### config.mk
export PLATFORM = sky130hd
export DESIGN_NAME = fetch_unit
export DESIGN_NICKNAME = d
export VERILOG_FILES = /design/src/rtl/fetch_unit.sv
export SDC_FILE = /design/constraint.sdc
export NUM_CORES = 1
export LEC_CHECK = 0
export CAP_MARGIN = 25
export CORE_MARGIN = 1.5
export CORE_UTILIZATION = 45
export DETAILED_ROUTE_END_ITERATION = 16
export PLACE_DENSITY = 0.75
export SYNTH_ARGS = -nofsm -noshare
export SYNTH_HDL_FRONTEND = slang
export SYNTH_SLANG_ARGS = --single-unit
export TNS_END_PERCENT = 20
### constraint.sdc
create_clock -name CLK -period 2.1 [get_ports CLK]
set_clock_uncertainty 0.1 [all_clocks]
set_input_delay 0.42 -clock CLK [delete_from_list [all_inputs] [get_ports CLK]]
set_output_delay 0.42 -clock CLK [all_outputs]
set_load 0.1 [all_outputs]
### src/rtl/fetch_unit.sv
// Instruction fetch stage: PC/IR/status registers with a HOLD/RUN/HALT sequencer.
// Branches target the address of the instruction held in IR, not the live PC.
module fetch_unit #(
  parameter int unsigned ADDR_W = 16,
  parameter logic [3:0]  HLT_OP = 4'hF
) (
  input  logic              CLK,
  input  logic              RST_F,
  input  logic              PC_RST,
  input  logic              PC_WRITE,
  input  logic              PC_SEL,
  input  logic              BR_SEL,
  input  logic              STAT_WE,
  input  logic [3:0]        ALU_STAT,
  input  logic [31:0]       IMEM_DATA,
  output logic [ADDR_W-1:0] IMEM_ADDR,
  output logic [31:0]       IR,
  output logic [3:0]        OPCODE,
  output logic [3:0]        MM,
  output logic [3:0]        STAT,
  output logic              HALTED
);

  typedef enum logic [1:0] {
    S_HOLD = 2'd0,
    S_RUN  = 2'd1,
    S_HALT = 2'd2
  } state_t;

  state_t            r_state;
  state_t            w_state_nxt;
  logic [ADDR_W-1:0] r_pc;
  logic [ADDR_W-1:0] r_ir_pc;
  logic [31:0]       r_ir;
  logic [3:0]        r_stat;
  logic              r_halted;

  logic [ADDR_W-1:0] w_pc_nxt;
  logic [ADDR_W-1:0] w_ir_pc_nxt;
  logic [31:0]       w_ir_nxt;
  logic [ADDR_W-1:0] w_abs_tgt;
  logic [ADDR_W-1:0] w_rel_tgt;
  logic [ADDR_W-1:0] w_br_tgt;

  // Relative offset is sign-extended (or truncated) to ADDR_W, sum wraps.
  assign w_abs_tgt = r_ir[ADDR_W-1:0];
  assign w_rel_tgt = r_ir_pc + ADDR_W'($signed(r_ir[15:0]));
  assign w_br_tgt  = BR_SEL ? w_abs_tgt : w_rel_tgt;

  // Next-state and register update selection; priority PC_RST > PC_SEL > PC_WRITE.
  always_comb begin
    w_state_nxt = r_state;
    w_pc_nxt    = r_pc;
    w_ir_nxt    = r_ir;
    w_ir_pc_nxt = r_ir_pc;
    case (r_state)
      S_HOLD: w_state_nxt = S_RUN;
      S_RUN: begin
        if (PC_RST) begin
          w_pc_nxt = '0;
        end else if (PC_SEL) begin
          w_pc_nxt = w_br_tgt;
        end else if (PC_WRITE) begin
          w_ir_nxt    = IMEM_DATA;
          w_ir_pc_nxt = r_pc;
          w_pc_nxt    = r_pc + ADDR_W'(1);
          if (IMEM_DATA[31:28] == HLT_OP) begin
            w_state_nxt = S_HALT;
          end
        end
      end
      S_HALT: w_state_nxt = S_HALT;
      default: w_state_nxt = S_HOLD;
    endcase
  end

  always_ff @(posedge CLK or negedge RST_F) begin
    if (!RST_F) begin
      r_state  <= S_HOLD;
      r_pc     <= '0;
      r_ir     <= 32'h0;
      r_ir_pc  <= '0;
      r_halted <= 1'b0;
    end else begin
      r_state  <= w_state_nxt;
      r_pc     <= w_pc_nxt;
      r_ir     <= w_ir_nxt;
      r_ir_pc  <= w_ir_pc_nxt;
      r_halted <= (w_state_nxt == S_HALT);
    end
  end

  // Status flags load in every state, including HALT.
  always_ff @(posedge CLK or negedge RST_F) begin
    if (!RST_F) begin
      r_stat <= 4'h0;
    end else if (STAT_WE) begin
      r_stat <= ALU_STAT;
    end
  end

  assign IMEM_ADDR = r_pc;
  assign IR        = r_ir;
  assign OPCODE    = r_ir[31:28];
  assign MM        = r_ir[27:24];
  assign STAT      = r_stat;
  assign HALTED    = r_halted;

endmodule
==> results.json, run 1 <==
{
  "use_met1": 0.340,
  "cp.required_ns": 2.28,
  "routed_wl_um": 11700,
  "synth_edf_count": 0,
  "cts.sinks": 71,
  "setup_violations": 10,
  "critPathKind": "flip-flop to flip-flop",
  "p_total_mw": 7.26,
  "powerDensity_mw_per_mm2": 1170,
  "worstPathArrival_ns": 2.46,
  "synth_cells": 394,
  "rows": 34,
  "r2r-end": "IMEM_ADDR[8]",
  "postLayoutCoreUtil": 0.707,
  "firstDrtPassIters": 13,
  "h-tree-depth": 3,
  "crit_end": "IMEM_ADDR[8]",
  "async_flop_share": 1.00,
  "busiest_layer": "met2",
  "peakVddDrop_uv": 847,
  "r2r_setup_slack_ns": -0.18,
  "grt.overflow.total": 0,
  "synth-seq-area-share": 0.431,
  "synth_nets": 454,
  "netlist_area_mm2": 0.00413,
  "rr_worst_depth": 9,
  "slew_violations": 0,
  "synth_cell_types": 62,
  "min_path_type": "flip-flop to flip-flop",
  "ys_ff_latch": 71,
  "crit_path_start_kind": "flip-flop",
  "antenna_found_initial": 0,
  "n_antenna_cell": 0,
  "grt_pass1_wl_um": 19100,
  "wl_per_cell_um": 17.4,
  "cts_tree": "done",
  "cap_violations": 0,
  "dieHeight_um": 98.7,
  "grt_pass1_vias": 3806,
  "slew_headroom": 0.673,
  "pre_cts_ws_ns": -0.194,
  "finalCritPeriodShare": 1.09,
  "area_delta_synth_final_pct": 50.9,
  "nNetsFinal": 617,
  "use_met2": 0.414,
  "drtIter0Drc": 226,
  "syn_avg_cell_area_um2": 10.5,
  "numCtsBuffers": 9,
  "grtUsageTotal": 0.248,
  "cts_buffer_depth": 2,
  "io_buffers": 103,
  "path_clk_slew_ns": 0.08,
  "status": "complete, but fails checks",
  "io_pins": 104,
  "die_area_mm2": 0.00975,
  "fin_area_mm2": 0.00622,
  "die_x_um": 98.7,
  "violations": "DRC, setup timing",
  "start_util": 0.468,
  "hold_violations": 0,
  "holdPathStages": 1,
  "drive_gt1_frac": 0.370,
  "synth-main-ff-cell": "dfrtp_1",
  "grt_max_degree": 37,
  "ant_nets": 0,
  "path_max_fanout": 2,
  "rsz0062_at_grt": "true",
  "dpl_cell_area_mm2": 0.00594,
  "tns_ns": -0.875,
  "startpoint": "IR[0]",
  "viasPerCell": 5.61,
  "finalCriticalPeriod_ns": 2.28,
  "fin_ws_ns": -0.182,
  "p_leak_nw": 2.77,
  "critPathCaptureType": "flip-flop",
  "max_freq_ghz": 0.438,
  "coreArea_mm2": 0.00881,
  "drc": 6,
  "vias": 3758,
  "clkLatencyLatePin_ns": 0.35,
  "finalWeightedCongestion": 0.878,
  "cts_root_buffer": "clkbuf_8",
  "hpwl_um": 8980,
  "rr_startpoint": "IR[0]",
  "tightestPinTransition_ns": 0.491,
  "ys_warn_count": 0,
  "grt_use_met3": 0.0355
}
## placed cells by master, fill, tap and decap left out, drive strengths merged, types with 8 or more instances in the layout
cell type,instances
a21oi,19
xnor2,8
nor3,11
nor2,21
clkdlybuf4s50,41
o21ai,17
nand4,11
nand2,35
clkbuf,9
inv,9
dfrtp,71
buf,137
mux2,55
ha,16
## metrics by stage
step	std cells	hold slack, ns
after floorplan	394	0.0244
after global placement	650	0.310
after detailed placement	650	0.320
after CTS	668	0.351
after global routing	670	0.391
final	670	0.356
## how the worst min path moves through the flow
stage | to | from | slack [ns]
after floorplan | HALTED | RST_F | 0.02
after global placement | r_ir_pc[5] | RST_F | 0.31
after detailed placement | IR[6] | RST_F | 0.32
after CTS | r_state[0] | r_state[1] | 0.35
after global routing | r_state[0] | r_state[1] | 0.39
final | r_state[0] | r_state[1] | 0.36
## Yosys cell counts, types with 3 or more instances
cell type  count  area [um^2]
and2_1         3         18.8
inv_1          8         30.0
nand3_1        5         25.0
a22oi_1        4         30.0
o21a_1         6         45.0
nor3_1         9         45.0
buf_2          7         35.0
o21ai_0       11         55.1
buf_4          8         60.1
nand2b_1       4         25.0
xor2_1         3         26.3
mux2_1        49          552
and3_1         3         18.8
nand4_1       11         68.8
nor2b_1        3         18.8
o211ai_1       5         37.5
nor2_1        20         75.1
ha_1          16          200
a31oi_1        3         18.8
nand2_1       35          131
o21ai_1        6         30.0
o221ai_1       3         26.3
or3_1          5         31.3
a21oi_1       18         90.1
clkbuf_1       8         30.0
xnor2_1        8         70.1
a21o_1         5         37.5
dfrtp_1       71         1780
o31ai_1        6         45.0
mux2_2         6         67.6
a22o_1         4         35.0
## critical path, stage by stage (launching register included)
cell and delay [ns]:
dfrtp_4 0.43, ha_4 0.13, inv_2 0.03, fa_2 0.35
nand2b_4 0.17, a211oi_4 0.27, nor2_2 0.09, mux2_4 0.32
nor3_1 0.19, a221o_1 0.13
## routing by layer
metal  wire length, um  share of wire
met3               638          0.055
met2              5770           0.49
met5                 0              0
met4                91         0.0078
met1              5160           0.44
## kinds of logic (layout without fill, tap and decap cells)
logic type      Yosys count  after routing  share of synthesized area
buf+inv                  35            203                     0.0458
fa+ha+maj                17             17                     0.0534
mux                      57             57                      0.155
simple gates            111            111                      0.137
flops                    71             71                      0.431
compound gates           92             92                      0.155
xor+xnor                 11             11                     0.0234
## state kept, by name (all words and copies together), names as in the netlist
name and flops:
IR 32, IMEM_ADDR 16, r_ir_pc 16, STAT 4, r_state 2, HALTED 1
## power by group
group | internal [mW] | switching [mW] | leakage (nW)
Sequential | 1.66 | 0.246 | 0.851
Clock | 0.550 | 0.559 | 0.0956
Combinational | 1.52 | 2.72 | 1.82
## timing repair
| item | CTS | global route |
|---|---|---|
| pin swaps | 5 | 8 |
| setup buffers | 1 | 2 |
| resized for setup | 4 | 8 |
| endpoints found under the setup margin | 10 | 11 |
| hold buffers | 1 | 0 |
| endpoints found under the hold margin | 34 | 0 |
## cell type report
cell class | instances | area, um^2
Fill cell | 666 | 2580
Multi-Input combinational cell | 288 | 2270
Sequential cell | 71 | 1820
Timing Repair Buffer | 179 | 1770
Tap cell | 108 | 135
Clock buffer | 9 | 124
Clock inverter | 7 | 72.6
Inverter | 8 | 30.0
Note: power is estimated with default switching activity, not from simulation.
==> run 2, diff against run 1 <==
--- a/config.mk
+++ b/config.mk
@@ -7,9 +7,9 @@
 export LEC_CHECK = 0
 export CAP_MARGIN = 25
 export CORE_MARGIN = 1.5
-export CORE_UTILIZATION = 45
+export CORE_UTILIZATION = 54
 export DETAILED_ROUTE_END_ITERATION = 16
-export PLACE_DENSITY = 0.75
+export PLACE_DENSITY = 0.85
 export SYNTH_ARGS = -nofsm -noshare
 export SYNTH_HDL_FRONTEND = slang
 export SYNTH_SLANG_ARGS = --single-unit
==> constraint.sdc (replaced) <==
create_clock -name CLK -period 2.7 [get_ports CLK]
set_clock_uncertainty 0.1 [all_clocks]
set_input_delay 0.54 -clock CLK [delete_from_list [all_inputs] [get_ports CLK]]
set_output_delay 0.54 -clock CLK [all_outputs]
set_load 0.1 [all_outputs]
==> results.json, run 2 (synthesis results as in run 1) <==
{
  "status": "complete, no violations",
  "tns_ns": 0,
  "viasPerCell": 5.84,
  "vias": 3481,
  "crit_path_start_kind": "flip-flop",
  "r2r_setup_slack_ns": 0.18,
  "routed_wl_um": 10300,
  "firstDrtPassIters": 4,
  "cts_root_buffer": "clkbuf_8",
  "nNetsFinal": 553,
  "grt_pass1_wl_um": 17200,
  "grt.overflow.total": 0,
  "finalCritPeriodShare": 0.935,
  "grt_pass1_vias": 3470,
  "final_common_cell": "buf_4",
  "io_pins": 104,
  "dieHeight_um": 90.4,
  "grtUsageTotal": 0.264,
  "crit_family": "compound AO/OA/AOI/OAI gates",
  "drive_gt1_frac": 0.209,
  "final_cell_mix": "73 x buf_4, 69 x dfrtp_1, 49 x mux2_1",
  "worstPathArrival_ns": 2.65,
  "slew_headroom": 0.605,
  "post_cts_buffers": 0,
  "critPathMostFrequentCell": "nor2_1",
  "cap_violations": 0,
  "n_antenna_cell": 0,
  "p_leak_nw": 2.39,
  "ff_latch_area_mm2": 0.00178,
  "drtIter0Drc": 250,
  "cts_hold_buf": 0,
  "ant_nets": 0,
  "area_delta_synth_final_pct": 28.0,
  "h-tree-depth": 3,
  "setup_violations": 0,
  "clkLatencyLatePin_ns": 0.34,
  "drc": 0,
  "finalWeightedCongestion": 0.890,
  "critPathCaptureType": "flip-flop",
  "start_util": 0.563,
  "fill_cells": 538,
  "path_max_fanout": 4,
  "crit_path_max_incr_delay_ns": 0.41,
  "antenna_found_initial": 0,
  "whs_ns": 0.0975,
  "tightestPinTransition_ns": 0.593,
  "rows": 31,
  "io_buffers": 103,
  "finalCriticalPeriod_ns": 2.52,
  "cts.sinks": 71,
  "hold_violations": 0,
  "cp.required_ns": 2.83,
  "die_x_um": 90.4,
  "rsz0062_at_grt": "false",
  "largest_reg_flops": 32,
  "min_path_type": "primary input to asynchronous set/reset pin",
  "die_area_mm2": 0.00817,
  "peakVddDrop_uv": 888,
  "multi_input_area_mm2": 0.00216,
  "hpwl_um": 7430,
  "numCtsBuffers": 9,
  "max_freq_ghz": 0.396,
  "critPathKind": "flip-flop to flip-flop",
  "slew_violations": 0,
  "cts_tree": "done",
  "critical_path_buf_inv_count": 1,
  "coreArea_mm2": 0.00733,
  "postCtsResizedCells": 0,
  "cp_slowest_cell": "fa_1",
  "grt_max_degree": 46,
  "postLayoutCoreUtil": 0.720,
  "path_clk_slew_ns": 0.08,
  "worstPathCellList": "ha_1, inv_1, fa_1, nand2b_1, a211oi_1, nor2_1, mux2_2, nor2_1, a221o_1",
  "powerDensity_mw_per_mm2": 956,
  "cts_buffer_depth": 2,
  "wl_per_cell_um": 17.2
}
run 2: per-layer routing:
layer  track usage  part of all wire  wire, um  up-vias
met5             0                 0         0        -
met4        0.0780             0.011       117        0
met3        0.0362             0.067       690       11
met2         0.435              0.49      4990      144
met1         0.362              0.44      4480     1681
li1              -                 -         -     1645
run 2: path summary, 6_finish.rpt:
| path | startpoint | endpoint | cells after the start |
|---|---|---|---|
| max | IR[0] | IMEM_ADDR[8] | 9 |
| min | RST_F | IR[5] | 1 |
| max reg2reg | IR[0] | IMEM_ADDR[8] | 9 |
| min reg2reg | r_state[1] | r_state[0] | 1 |
| max in group asynchronous | RST_F | IR[9] | 2 |
| min in group CLK | r_state[1] | r_state[0] | 1 |
run 2: area by class of cell:
| type | instances | area share |
|---|---|---|
| Multi-Input combinational cell | 288 | 0.409 |
| Sequential cell | 71 | 0.337 |
| Timing Repair Buffer | 115 | 0.185 |
| Clock buffer | 9 | 0.0235 |
| Tap cell | 99 | 0.0235 |
| Clock inverter | 6 | 0.0163 |
| Inverter | 8 | 0.00569 |
run 2: worst reg2reg max path, cell delays in order, from the launching register on:
cell	delay [ns]
dfrtp_2	0.38
ha_1	0.19
inv_1	0.06
fa_1	0.41
nand2b_1	0.19
a211oi_1	0.36
nor2_1	0.13
mux2_2	0.25
nor2_1	0.04
a221o_1	0.29
run 2: stage by stage:
| step | total power, mW | instance area (um^2) | worst slack, ns | cells |
|---|---|---|---|---|
| finish | 5.05 | 5280 | 0.177 | 596 |
| global route | 5.28 | 5280 | 0.0237 | 596 |
| CTS | 5.05 | 5280 | 0.206 | 596 |
| detailed placement | 4.13 | 5070 | 0.124 | 581 |
| global placement | 4.08 | 5070 | 0.169 | 581 |
| floorplan | 3.54 | 4130 | -0.131 | 394 |
run 2: power breakdown:
| part | switching (mW) | total (mW) | internal [mW] |
|---|---|---|---|
| combinational | 1.90 | 2.62 | 0.720 |
| sequential | 0.235 | 1.51 | 1.27 |
| clock | 0.405 | 0.918 | 0.513 |
==> run 3, diff against run 2 <==
--- a/config.mk
+++ b/config.mk
@@ -10,6 +10,7 @@
 export CORE_UTILIZATION = 54
 export DETAILED_ROUTE_END_ITERATION = 16
 export PLACE_DENSITY = 0.85
+export SKIP_LAST_GASP = 1
 export SYNTH_ARGS = -nofsm -noshare
 export SYNTH_HDL_FRONTEND = slang
 export SYNTH_SLANG_ARGS = --single-unit
==> results of run 3 <==
Final layout, timing and power as in run 2 (identical DEF).
